**src/rtl/wsc_power_supervisor.sv**
```systemverilog
// Console power-button sequencer with vblank watchdog: delayed power pulse,
// video supervision, bounded re-power retries and a latched fault state.
module wsc_power_supervisor #(
    parameter int POWERUPCYCLES   = 2700000,
    parameter int STARTUP_DELAY   = 1024,
    parameter int WATCHDOG_CYCLES = 4000000,
    parameter int PULSE_GAP       = 2700000,
    parameter int MAX_RETRIES     = 3,
    parameter int SYNC_STAGES     = 2
) (
    input  logic                             pxlClk,
    input  logic                             rst,
    input  logic                             enable,
    input  logic                             vblank,
    input  logic                             forceRepower,
    output logic                             powerOut,
    output logic                             videoValid,
    output logic                             fault,
    output logic [2:0]                       state,
    output logic [$clog2(MAX_RETRIES+1)-1:0] retryCnt
);

    localparam int RW      = $clog2(MAX_RETRIES + 1);
    localparam int MAX_A   = (POWERUPCYCLES > STARTUP_DELAY) ? POWERUPCYCLES : STARTUP_DELAY;
    localparam int MAX_B   = (WATCHDOG_CYCLES > PULSE_GAP) ? WATCHDOG_CYCLES : PULSE_GAP;
    localparam int MAX_CYC = (MAX_A > MAX_B) ? MAX_A : MAX_B;
    localparam int CNT_W   = (MAX_CYC > 1) ? $clog2(MAX_CYC) : 1;

    localparam logic [CNT_W-1:0] DELAY_LAST = CNT_W'(STARTUP_DELAY - 1);
    localparam logic [CNT_W-1:0] PULSE_LAST = CNT_W'(POWERUPCYCLES - 1);
    localparam logic [CNT_W-1:0] WD_LAST    = CNT_W'(WATCHDOG_CYCLES - 1);
    localparam logic [CNT_W-1:0] GAP_LAST   = CNT_W'(PULSE_GAP - 1);
    localparam logic [RW-1:0]    RETRY_MAX  = RW'(MAX_RETRIES);

    typedef enum logic [2:0] {
        ST_IDLE       = 3'd0,
        ST_DELAY      = 3'd1,
        ST_PULSE      = 3'd2,
        ST_WAIT_VIDEO = 3'd3,
        ST_RUN        = 3'd4,
        ST_BACKOFF    = 3'd5,
        ST_FAULT      = 3'd6
    } state_t;

    state_t                 state_reg;
    logic [CNT_W-1:0]       cnt_reg;
    logic [RW-1:0]          retry_reg;
    logic                   power_reg;
    logic                   valid_reg;
    logic                   fault_reg;
    logic [SYNC_STAGES-1:0] sync_reg;
    logic [SYNC_STAGES-1:0] sync_next;
    logic                   vb_prev_reg;
    logic                   vb_rise;

    // vblank is asynchronous: shift it through the synchroniser chain first
    genvar gi;
    generate
        for (gi = 0; gi < SYNC_STAGES; gi++) begin : g_sync
            if (gi == 0) begin : g_first
                assign sync_next[gi] = vblank;
            end else begin : g_rest
                assign sync_next[gi] = sync_reg[gi-1];
            end
        end
    endgenerate

    always_ff @(posedge pxlClk) begin
        if (rst) begin
            sync_reg    <= '0;
            vb_prev_reg <= 1'b0;
        end else begin
            sync_reg    <= sync_next;
            vb_prev_reg <= sync_reg[SYNC_STAGES-1];
        end
    end

    assign vb_rise = sync_reg[SYNC_STAGES-1] & ~vb_prev_reg;

    always_ff @(posedge pxlClk) begin
        if (rst || !enable) begin
            state_reg <= ST_IDLE;
            cnt_reg   <= '0;
            retry_reg <= '0;
            power_reg <= 1'b0;
            valid_reg <= 1'b0;
            fault_reg <= 1'b0;
        end else begin
            cnt_reg <= cnt_reg + 1'b1;
            case (state_reg)
                ST_IDLE: begin
                    state_reg <= ST_DELAY;
                    cnt_reg   <= '0;
                end
                ST_DELAY: begin
                    if (cnt_reg == DELAY_LAST) begin
                        state_reg <= ST_PULSE;
                        cnt_reg   <= '0;
                        power_reg <= 1'b1;
                    end
                end
                ST_PULSE: begin
                    if (cnt_reg == PULSE_LAST) begin
                        state_reg <= ST_WAIT_VIDEO;
                        cnt_reg   <= '0;
                        power_reg <= 1'b0;
                    end
                end
                ST_WAIT_VIDEO: begin
                    if (vb_rise) begin
                        state_reg <= ST_RUN;
                        cnt_reg   <= '0;
                        retry_reg <= '0;
                        valid_reg <= 1'b1;
                    end else if (cnt_reg == WD_LAST) begin
                        cnt_reg <= '0;
                        if (retry_reg < RETRY_MAX) begin
                            state_reg <= ST_BACKOFF;
                            retry_reg <= retry_reg + 1'b1;
                        end else begin
                            state_reg <= ST_FAULT;
                            fault_reg <= 1'b1;
                        end
                    end
                end
                ST_RUN: begin
                    // A forced re-power is not a video failure, so it never counts as a retry
                    if (forceRepower) begin
                        state_reg <= ST_BACKOFF;
                        cnt_reg   <= '0;
                        valid_reg <= 1'b0;
                    end else if (vb_rise) begin
                        cnt_reg <= '0;
                    end else if (cnt_reg == WD_LAST) begin
                        state_reg <= ST_BACKOFF;
                        cnt_reg   <= '0;
                        valid_reg <= 1'b0;
                        retry_reg <= retry_reg + 1'b1;
                    end
                end
                ST_BACKOFF: begin
                    if (cnt_reg == GAP_LAST) begin
                        state_reg <= ST_PULSE;
                        cnt_reg   <= '0;
                        power_reg <= 1'b1;
                    end
                end
                ST_FAULT: begin
                    cnt_reg <= cnt_reg;
                end
                default: begin
                    state_reg <= ST_IDLE;
                    cnt_reg   <= '0;
                    retry_reg <= '0;
                    power_reg <= 1'b0;
                    valid_reg <= 1'b0;
                    fault_reg <= 1'b0;
                end
            endcase
        end
    end

    assign powerOut   = power_reg;
    assign videoValid = valid_reg;
    assign fault      = fault_reg;
    assign state      = state_reg;
    assign retryCnt   = retry_reg;

endmodule

```
**config.mk**
```make
export PLATFORM = sky130hd
export DESIGN_NAME = wsc_power_supervisor
export DESIGN_NICKNAME = d
export VERILOG_FILES = /design/src/rtl/wsc_power_supervisor.sv
export SDC_FILE = /design/constraint.sdc
export NUM_CORES = 1
export LEC_CHECK = 0
export ABC_AREA = 1
export CAP_MARGIN = 20
export CORE_MARGIN = 1
export CORE_UTILIZATION = 64
export DETAILED_ROUTE_END_ITERATION = 8
export PLACE_DENSITY_LB_ADDON = 0.2
export SLEW_MARGIN = 15
export SYNTH_ARGS = -nofsm -noshare
export SYNTH_HDL_FRONTEND = slang
export SYNTH_SLANG_ARGS = --single-unit
```
**constraint.sdc**
```tcl
create_clock -name pxlClk -period 4.4 [get_ports pxlClk]
set_input_delay 0.66 -clock pxlClk [delete_from_list [all_inputs] [get_ports pxlClk]]
set_output_delay 0.66 -clock pxlClk [all_outputs]
set_load 0.05 [all_outputs]
```
==> After elaboration in Yosys (flattened, before gate mapping) <==
Cells that the tools add are included.
{ "totals": {"ff_bits": 33, "latchBits": 0, "ramBits": 0, "mem_bits_ro": 0, "input_bits": 5, "output_inout_bits": 8, "word_cells": 88, "memories": 0} }
{ "classes": {"addsub": 2, "n_mul": 0, "div": 0, "n_lt_le_gt_ge": 1, "n_eq_ne": 23, "n_shift": 0, "muxes": 36, "bitwise_logic": 6, "n_reduce_logical": 12} }
{ "op_table": {"columns": ["op", "n"], "rows": [
  ["$mux W22", 5],
  ["$pmux W22 S5", 1],
  ["$eq A22 B22 Y1 const B", 2],
  ["$mux W3", 8],
  ["$add A22 B1 Y22 const B", 1],
  ["$eq A22 B10 Y1 const B", 1],
  ["$pmux W3 S7", 1],
  ["$ne A2 B2 Y1 const B", 10],
  ["$mux W2", 7],
  ["$ne A3 B3 Y1 const B", 4],
  ["$reduce_and A4 Y1", 3],
  ["$mux W1", 10],
  ["$eq A3 B3 Y1 const B", 3],
  ["$reduce_and A7 Y1", 1],
  ["$eq A3 B2 Y1 const B", 2],
  ["$pmux W2 S3", 1],
  ["$reduce_and A6 Y1", 1],
  ["$reduce_or A6 Y1", 1],
  ["$not A1 Y1", 5],
  ["$reduce_or A5 Y1", 1],
  ["$pmux W1 S4", 1],
  ["$reduce_or A4 Y1", 1],
  ["$eq A3 B1 Y1 const B", 1],
  ["$logic_not A3 Y1", 1],
  ["8 further kinds", 8]
]} }

==> Depth between registers and ports, before layout <==
{ "depth": {"ltp_word": 5, "mapped_depth": 13, "depth_no_buf": 13} }

==> Worst setup path before layout <==
OpenSTA, ideal clock, no wires.
{ "synth_timing": {"path_type": "reg-to-reg", "start": "reg state_reg[2], in the netlist state[2]", "end": "reg cnt_reg[3]", "setup_ns": 0.113, "arrival_time_ns": 1.790, "required_time_ns": 4.287, "path_slack_ns": 2.497, "path_stages_with_launch": 9, "n_path_buf": 1, "period_less_slack_ns": 1.903, "path_cell_list": "dfxtp_1 -> inv_1 -> nand3_1 -> nor2_1 -> o21ai_2 -> nand3_4 -> buf_6 -> a21oi_2 -> nor2_1"} }
{ "synth_via": {"elab_chain_cells": 3, "word_cells_on_any_way": 8, "cone_classes": "eq/ne: 6; mux: 1; reduce/logical: 1"} }
{ "synth_lines": {"columns": ["item", "line_no", "source"], "rows": [
  ["start, declared", "45", "state_t state_reg;"],
  ["start signal, assigned", "82", "state_reg <= ST_IDLE;"],
  ["start signal, assigned", "92", "state_reg <= ST_DELAY;"],
  ["start signal, assigned", "97", "state_reg <= ST_PULSE;"],
  ["$eq A3 B3 Y1 / $eq A3 B2 Y1 (equally long branches)", "90", "case (state_reg)"],
  ["$reduce_or A2 Y1 (no source line)", null, null],
  ["$pmux W22 S5", "90", null],
  ["end signal, assigned", "89", "cnt_reg <= cnt_reg + 1'b1;"],
  ["end signal, assigned", "149", "cnt_reg <= cnt_reg;"],
  ["end, declared", "46", "logic [CNT_W-1:0] cnt_reg;"]
]} }
Parallel ways exist; a longest one is shown, timed or not.
A chain may end at the register's enable or synchronous reset.

==> Worst setup path in the final report <==
{ "layout_timing": {"start": "reg state_reg[1], in the netlist state[1]", "end": "out state[1]"} }
{ "layout_rtl": {"columns": ["item", "line_no", "source"], "rows": [
  ["end, declared", "19", "output logic [2:0] state,"]
]} }
No word-level cell between the ends.

==> flow_summary.ini <==
[global_routing]
grt_pass1_wl_um = 8280
grt_overflow_total = 0
gr-usage-met3 = 0.0563
grt_use_met2 = 0.498
grt_util_all_layers = 0.303
antenna_found_initial = 0
grt_max_degree = 24
busiest_layer = met2
grt_pass1_vias = 1955
use_met1 = 0.395

[cells_and_area]
drive_gt1_frac = 0.0659
finalInstanceArea_um2 = 2380
seq_area_um2 = 661
n_antenna_cell = 0
nets = 370
nFillCells = 275
multiInputGateArea_um2 = 1270
area_growth_syn_to_layout_pct = 11.1
largest_reg_flops = 22
final_util = 0.767

[synth]
syn-cell-area_um2 = 2140
synth-simple-area-share = 0.443
synth-compound-area-share = 0.121
synth_adder_area_share = 0.0117
synthMuxAreaShare = 0
yosys_warnings = 0
synth_top_family_by_area = simple AND/OR/NAND/NOR gates
synth.avg_cell_area_um2 = 6.11
synth.ff_latch_count = 33
synth-xor-area-share = 0.0163
syn_inst = 351
syn-num-nets = 358
synth-seq-area-share = 0.308
ys_types = 28

[sta]
post-route-min-period_ns = 2.34
relSlewSlack = 0.568
skew_ns = 0.0114
finalSetupViolations = 0
min_period_over_period = 0.531
setup_tns_ns = 0
rsz0062_at_grt = no
tightest_slew_ns = 0.648
max_freq_ghz = 0.428
setup_ws_ns = 2.06
finalHoldViolations = 0
slew_viol_final = 0

[floorplan]
die_y_um = 59.9
start_util = 0.691
ios = 13
dieWidth_um = 59.9
coreArea_um2 = 3100
num_rows = 20
dieArea_um2 = 3580

[placed_design]
placed_area_um2 = 2280
dp_slack_ns = 2.05
gp_congestion = 0.921
numPortBuffers = 12
hpwlAfterDp_um = 3630

[drt]
routedWlPerCell_um = 12.3
drt-total-wl_um = 5020
drt-initial-drc-count = 252
viasPerCell = 5.56
vias = 2269
drt-pass1-iter-count = 5
remaining_drc_errors = 0
ant_nets = 0

[setup_path]
cp-start-kind = flip-flop
path_class = reg -> out
path_cells = clkdlybuf4s50_1
cp_slowest_cell = clkdlybuf4s50_1
worst_ep_required_time_ns = 3.74
crit_fanout = 8
worstSetupEndpointType = primary output
cp_data_arrival_time_ns = 1.68
cp_top_family = buffers and inverters
critical-path-max-stage-delay_ns = 0.85
worst-path-buf-inv = 1

[run_status]
outcome = finished, final reports clean

[cts]
cts_root_buf = clkbuf_4
htreeDepth = 2
cts_tree = done
cts_setup_buffers = 0
cts_inserted_buffers = 5
cts_sinks = 33
clock_latency_ns = 0.34
ctsHoldBuffers = 0
clk_path_buf_depth = 2
cts_resized = 0
clkTransAtPathRegs_ns = 0.12

[power_and_ir_drop]
peakVddDrop_mv = 0.229
powerDensity_nw_per_um2 = 329
p_leak_nw = 1.01

[min_path]
min_path_type = reg -> reg

[job]
max_cap_viol_count = 0
-- cell families after synthesis --
group           count (synthesis)
compound gates                 44
xor+xnor                        4
fa+ha+maj                       2
buf+inv                        52
flops                          33
simple gates                  216
-- synthesized netlist by cell type --
library cell  instances  area [um2]
a21oi_1              26         130
a21oi_2               1        8.76
and2_1                1        6.26
buf_2                 2        10.0
buf_6                 2        22.5
clkbuf_1              4        15.0
dfxtp_1              33         661
ha_1                  2        25.0
inv_1                44         165
nand2_1             107         402
nand2_2               1        6.26
nand3_1              29         145
nand3_2               1        10.0
nand3_4               2        35.0
nand3b_1              1        7.51
nand4_1              10        62.6
nor2_1               49         184
nor2_2                2        12.5
nor3_1               10        50.1
nor3_4                1        16.3
o21a_1                1        7.51
o21ai_0               9        45.0
o21ai_2               4        35.0
o21bai_1              1        7.51
o21bai_4              1        18.8
o31ai_1               1        7.51
or2_2                 2        12.5
xor2_1                4        35.0
-- worst reg2reg max path: stages (launching register included) --
cell     delay [ns]
dfxtp_1        0.42
ha_1           0.28
nand3_1        0.22
nor3_4         0.35
nand3_4        0.18
o21ai_2        0.12
nand3_4        0.29
nand2_1        0.20
a21oi_1        0.09
-- routing by layer --
metal	share of wire	vias to the layer above	wire length (um)
met5	0	-	0
met4	0.016	0	78
met3	0.059	9	295
met2	0.47	83	2330
met1	0.46	1030	2310
li1	-	1147	-
-- final cells by class --
type / instances / area share
Clock buffer: 5 / 0.0158
Clock inverter: 3 / 0.0273
Timing Repair Buffer: 13 / 0.0536
Inverter: 44 / 0.0694
Tap cell: 44 / 0.0231
Sequential cell: 33 / 0.277
Multi-Input combinational cell: 266 / 0.533
-- path summary, 6_finish.rpt --
path / from / endpoint / depth (start not counted) / slack (ns)
setup / recovery: state[1] / state[1] / 1 / 2.06
hold / removal: sync_reg[0] / sync_reg[1] / 2 / 0.43
setup reg to reg: cnt_reg[0] / cnt_reg[16] / 8 / 2.13
hold reg to reg: sync_reg[0] / sync_reg[1] / 2 / 0.43
-- where the power goes --
part           total, mW  switching, mW  internal, mW  leakage [nW]
Sequential         0.318         0.0100         0.308         0.267
Clock              0.289          0.113         0.176        0.0552
Combinational      0.176          0.122        0.0547         0.689
-- stage by stage --
step	hold WS (ns)	total power, mW	cells
3_3_place_gp	0.398	0.494	400
3_5_place_dp	0.425	0.499	400
6_report	0.430	0.784	408
2_1_floorplan	0.388	0.467	351
5_1_grt	0.459	0.816	408
4_1_cts	0.440	0.782	408
-- placed cells by master, fill, tap and decap left out --
master | synthesis | final
a21oi_1 | 26 | 26
a21oi_2 | 1 | 1
and2_1 | 1 | 1
buf_4 | 0 | 1
bufinv_16 | 0 | 2
clkbuf_4 | 0 | 5
clkdlybuf4s50_1 | 0 | 12
clkinv_2 | 0 | 1
dfxtp_1 | 33 | 33
ha_1 | 2 | 2
inv_1 | 44 | 44
nand2_1 | 107 | 107
nand2_2 | 1 | 1
nand3_1 | 29 | 29
nand3_2 | 1 | 1
nand3_4 | 2 | 2
nand3b_1 | 1 | 1
nand4_1 | 10 | 10
nor2_1 | 49 | 49
nor2_2 | 2 | 2
nor3_1 | 10 | 10
nor3_4 | 1 | 1
o21a_1 | 1 | 1
o21ai_0 | 9 | 9
o21ai_2 | 4 | 4
o21bai_1 | 1 | 1
o21bai_4 | 1 | 1
o31ai_1 | 1 | 1
or2_2 | 2 | 2
xor2_1 | 4 | 4
Power figures use the tool's default switching activity.
==> RTL edit, RTL diff (config.mk and constraints unchanged) <==
Add an input register stage for `vblank`, with the module's reset; this delays it by one clock. The other inputs are not delayed to match.
--- a/src/rtl/wsc_power_supervisor.sv
+++ b/src/rtl/wsc_power_supervisor.sv
@@ -44,2 +44,12 @@
 
+    logic vblank_q;
+
+    always_ff @(posedge pxlClk) begin
+        if (rst) begin
+            vblank_q <= '0;
+        end else begin
+            vblank_q <= vblank;
+        end
+    end
+
     state_t                 state_reg;
@@ -60,3 +70,3 @@
             if (gi == 0) begin : g_first
-                assign sync_next[gi] = vblank;
+                assign sync_next[gi] = vblank_q;
             end else begin : g_rest
Function: same outputs for any inputs over 10 cycles, from zero or initial values and one cycle with rst high; that may be too few to reach the edited logic, so the function may still have changed.
==> RTL edit against the unedited design <==
Synthesized area is 1.5% lower. Sequential cell count up 1. Power decreased by 9.8%. Cell area is 2.2% lower. Worst setup slack got worse by 0.071 ns. Wire length decreased by 6.4%. Non-clock buffer count stayed put. Maximum frequency shrank 3.0%. Critical path type unchanged. Largest cell class unchanged. Largest power group unchanged. Highest routed layer unchanged.
==> RTL edit: results (changes against the unedited design) <==
max reg flops = 22 (unchanged)
Post-Place Worst Slack = 1.80 ns (-0.244 ns)
drt wl/cell = 11.8 um (-4.1%)
post-CTS sizing = 0 (unchanged)
reg2reg path depth = 12 (+4)
largest net degree at the start of global routing = 23 (-4.2%)
worst stage delay on the critical path = 0.87 ns (+0.02 ns)
H-tree depth = 2 (unchanged)
drt total wl = 4690 um (-6.4%)
port bufs = 12 (unchanged)
Leak = 0.000945 uW (-6.5%)
reg2reg start = cnt_reg[0]$_SDFFE_PP0N_
vias per cell = 5.29 (-4.9%)
Slowest cell on crit path = clkdlybuf4s50_1
Yosys cell types = 30 (+7.1%)
CP Launch Point = state[0]$_SDFFE_PP0P_
DRT Pass-1 Iters = 5 (unchanged)
Commonest cells post-synth = nand2_1, nor2_1, inv_1, dfxtp_1, nand3_1
Clock Latency Late Sink = 0.36 ns (+0.02 ns)
Synth async-reset ratio = 0% (unchanged)
Post-Route Skew = 0.0121 ns (+0.000752 ns)
placed cells = 390 (-2.5%)
RePlAce Congestion = 0.862 (-6.4%)
final hold violation count = 0 (unchanged)
layout net count = 360 (-2.7%)
number of DRC markers in iteration 0 = 139 (-45%)
post-CTS setup repair buffer count = 0 (unchanged)
data arrival time of the worst path = 1.75 ns (+0.07 ns)
initial antenna violation count = 0 (unchanged)
Seq/Total Area, Yosys = 32.2% (+1.4 points)
worst hold path class = reg2reg
Crit Path Max Fanout = 10 (+2)
Synthesis Warnings = 0 (unchanged)
net count after synthesis = 348 (-2.8%)
overall routing resource usage = 30.0% (-0.35 points)
CTS Buf Count = 5 (unchanged)
outcome = finished, final reports clean
top cells by area, synth = dfxtp_1, nand2_1, nor2_1, nand3_1, inv_1
Mapped Avg Cell Area = 6.19 um^2 (+1.4%)
clk buf depth = 2 (unchanged)
clock root cell = clkbuf_4
layout cells sized above 1 = 10.2% (+3.6 points)
first-pass GRT wire length = 8030 um (-3.0%)
Placed Area = 2250 um^2 (-1.4%)
Min-Delay Startpoint = sync_reg[0]$_SDFF_PP0_
antenna cells = 0 (unchanged)
Slew @ Worst Pin = 0.720 ns (+0.0725 ns)
Top delay family on crit path = buffers and inverters
hold depth = 2 (unchanged)
detailed placer's ending HPWL = 3370 um (-7.1%)
peak supply drop = 240 uV (+5.0%)
most used flip-flop cell after synthesis = dfxtp_1
Clk pin slew, worst setup/hold paths = 0.12 ns (about the same)
vias in the first global route = 1,863 (-4.7%)
## RTL edit: cell types whose count changed after synthesis, moves of 3 or more
cell and change:
xor2_1 +3, nand4_1 -5, inv_2 +6, inv_1 -7, nor3_1 -6, nor2_1 +3, nand2_2 +4, nand2_1 -13
## RTL edit: kinds of logic (layout without fill, tap and decap cells)
logic type,Yosys count,after routing,share of synthesized area [%]
fa+ha+maj,2,2,1.18
simple gates,205,205,42.7
flops,34,34,32.2
xor+xnor,8,8,3.32
compound gates,41,41,10.7
buf+inv,51,64,9.89
## RTL edit: final cells by class
| cell class | count | area (um^2) |
|---|---|---|
| clock buffers | 5 | 37.5 |
| inverters | 43 | 161 |
| fillers | 272 | 773 |
| multi-input cells | 256 | 1220 |
| flip-flops and latches | 34 | 681 |
| clock inverters | 3 | 45.0 |
| repair buffers | 13 | 128 |
| well taps | 44 | 55.1 |
## RTL edit: worst paths after layout
check	end	slack (ns)
worst max-delay path	state[0]	1.99
worst min-delay path	sync_reg[1]$_SDFF_PP0_	0.41
worst max register to register	cnt_reg[2]$_SDFFE_PP0N_	2.40
worst min register to register	sync_reg[1]$_SDFF_PP0_	0.41
## RTL edit: power breakdown
group          internal (uW)  leakage [uW]  switching [uW]
combinational           43.3      0.000633            96.0
sequential               316      0.000275            10.1
clock                    119     0.0000374             123
total                    478      0.000945             229
## RTL edit: metal layers
metal	share of wire, %	vias up	GRT usage [%]	wire length [um]
li1	-	1097	-	-
met1	47	943	39.6	2220
met2	45	54	47.5	2120
met4	1.8	0	12.6	85
met5	0	-	0	0
met3	5.8	11	5.68	273
## RTL edit: tightest hold or removal path, stage by stage, from the launching register on
cell and delay [ns]:
dfxtp_1 0.32, inv_1 0.04, nor2_1 0.03
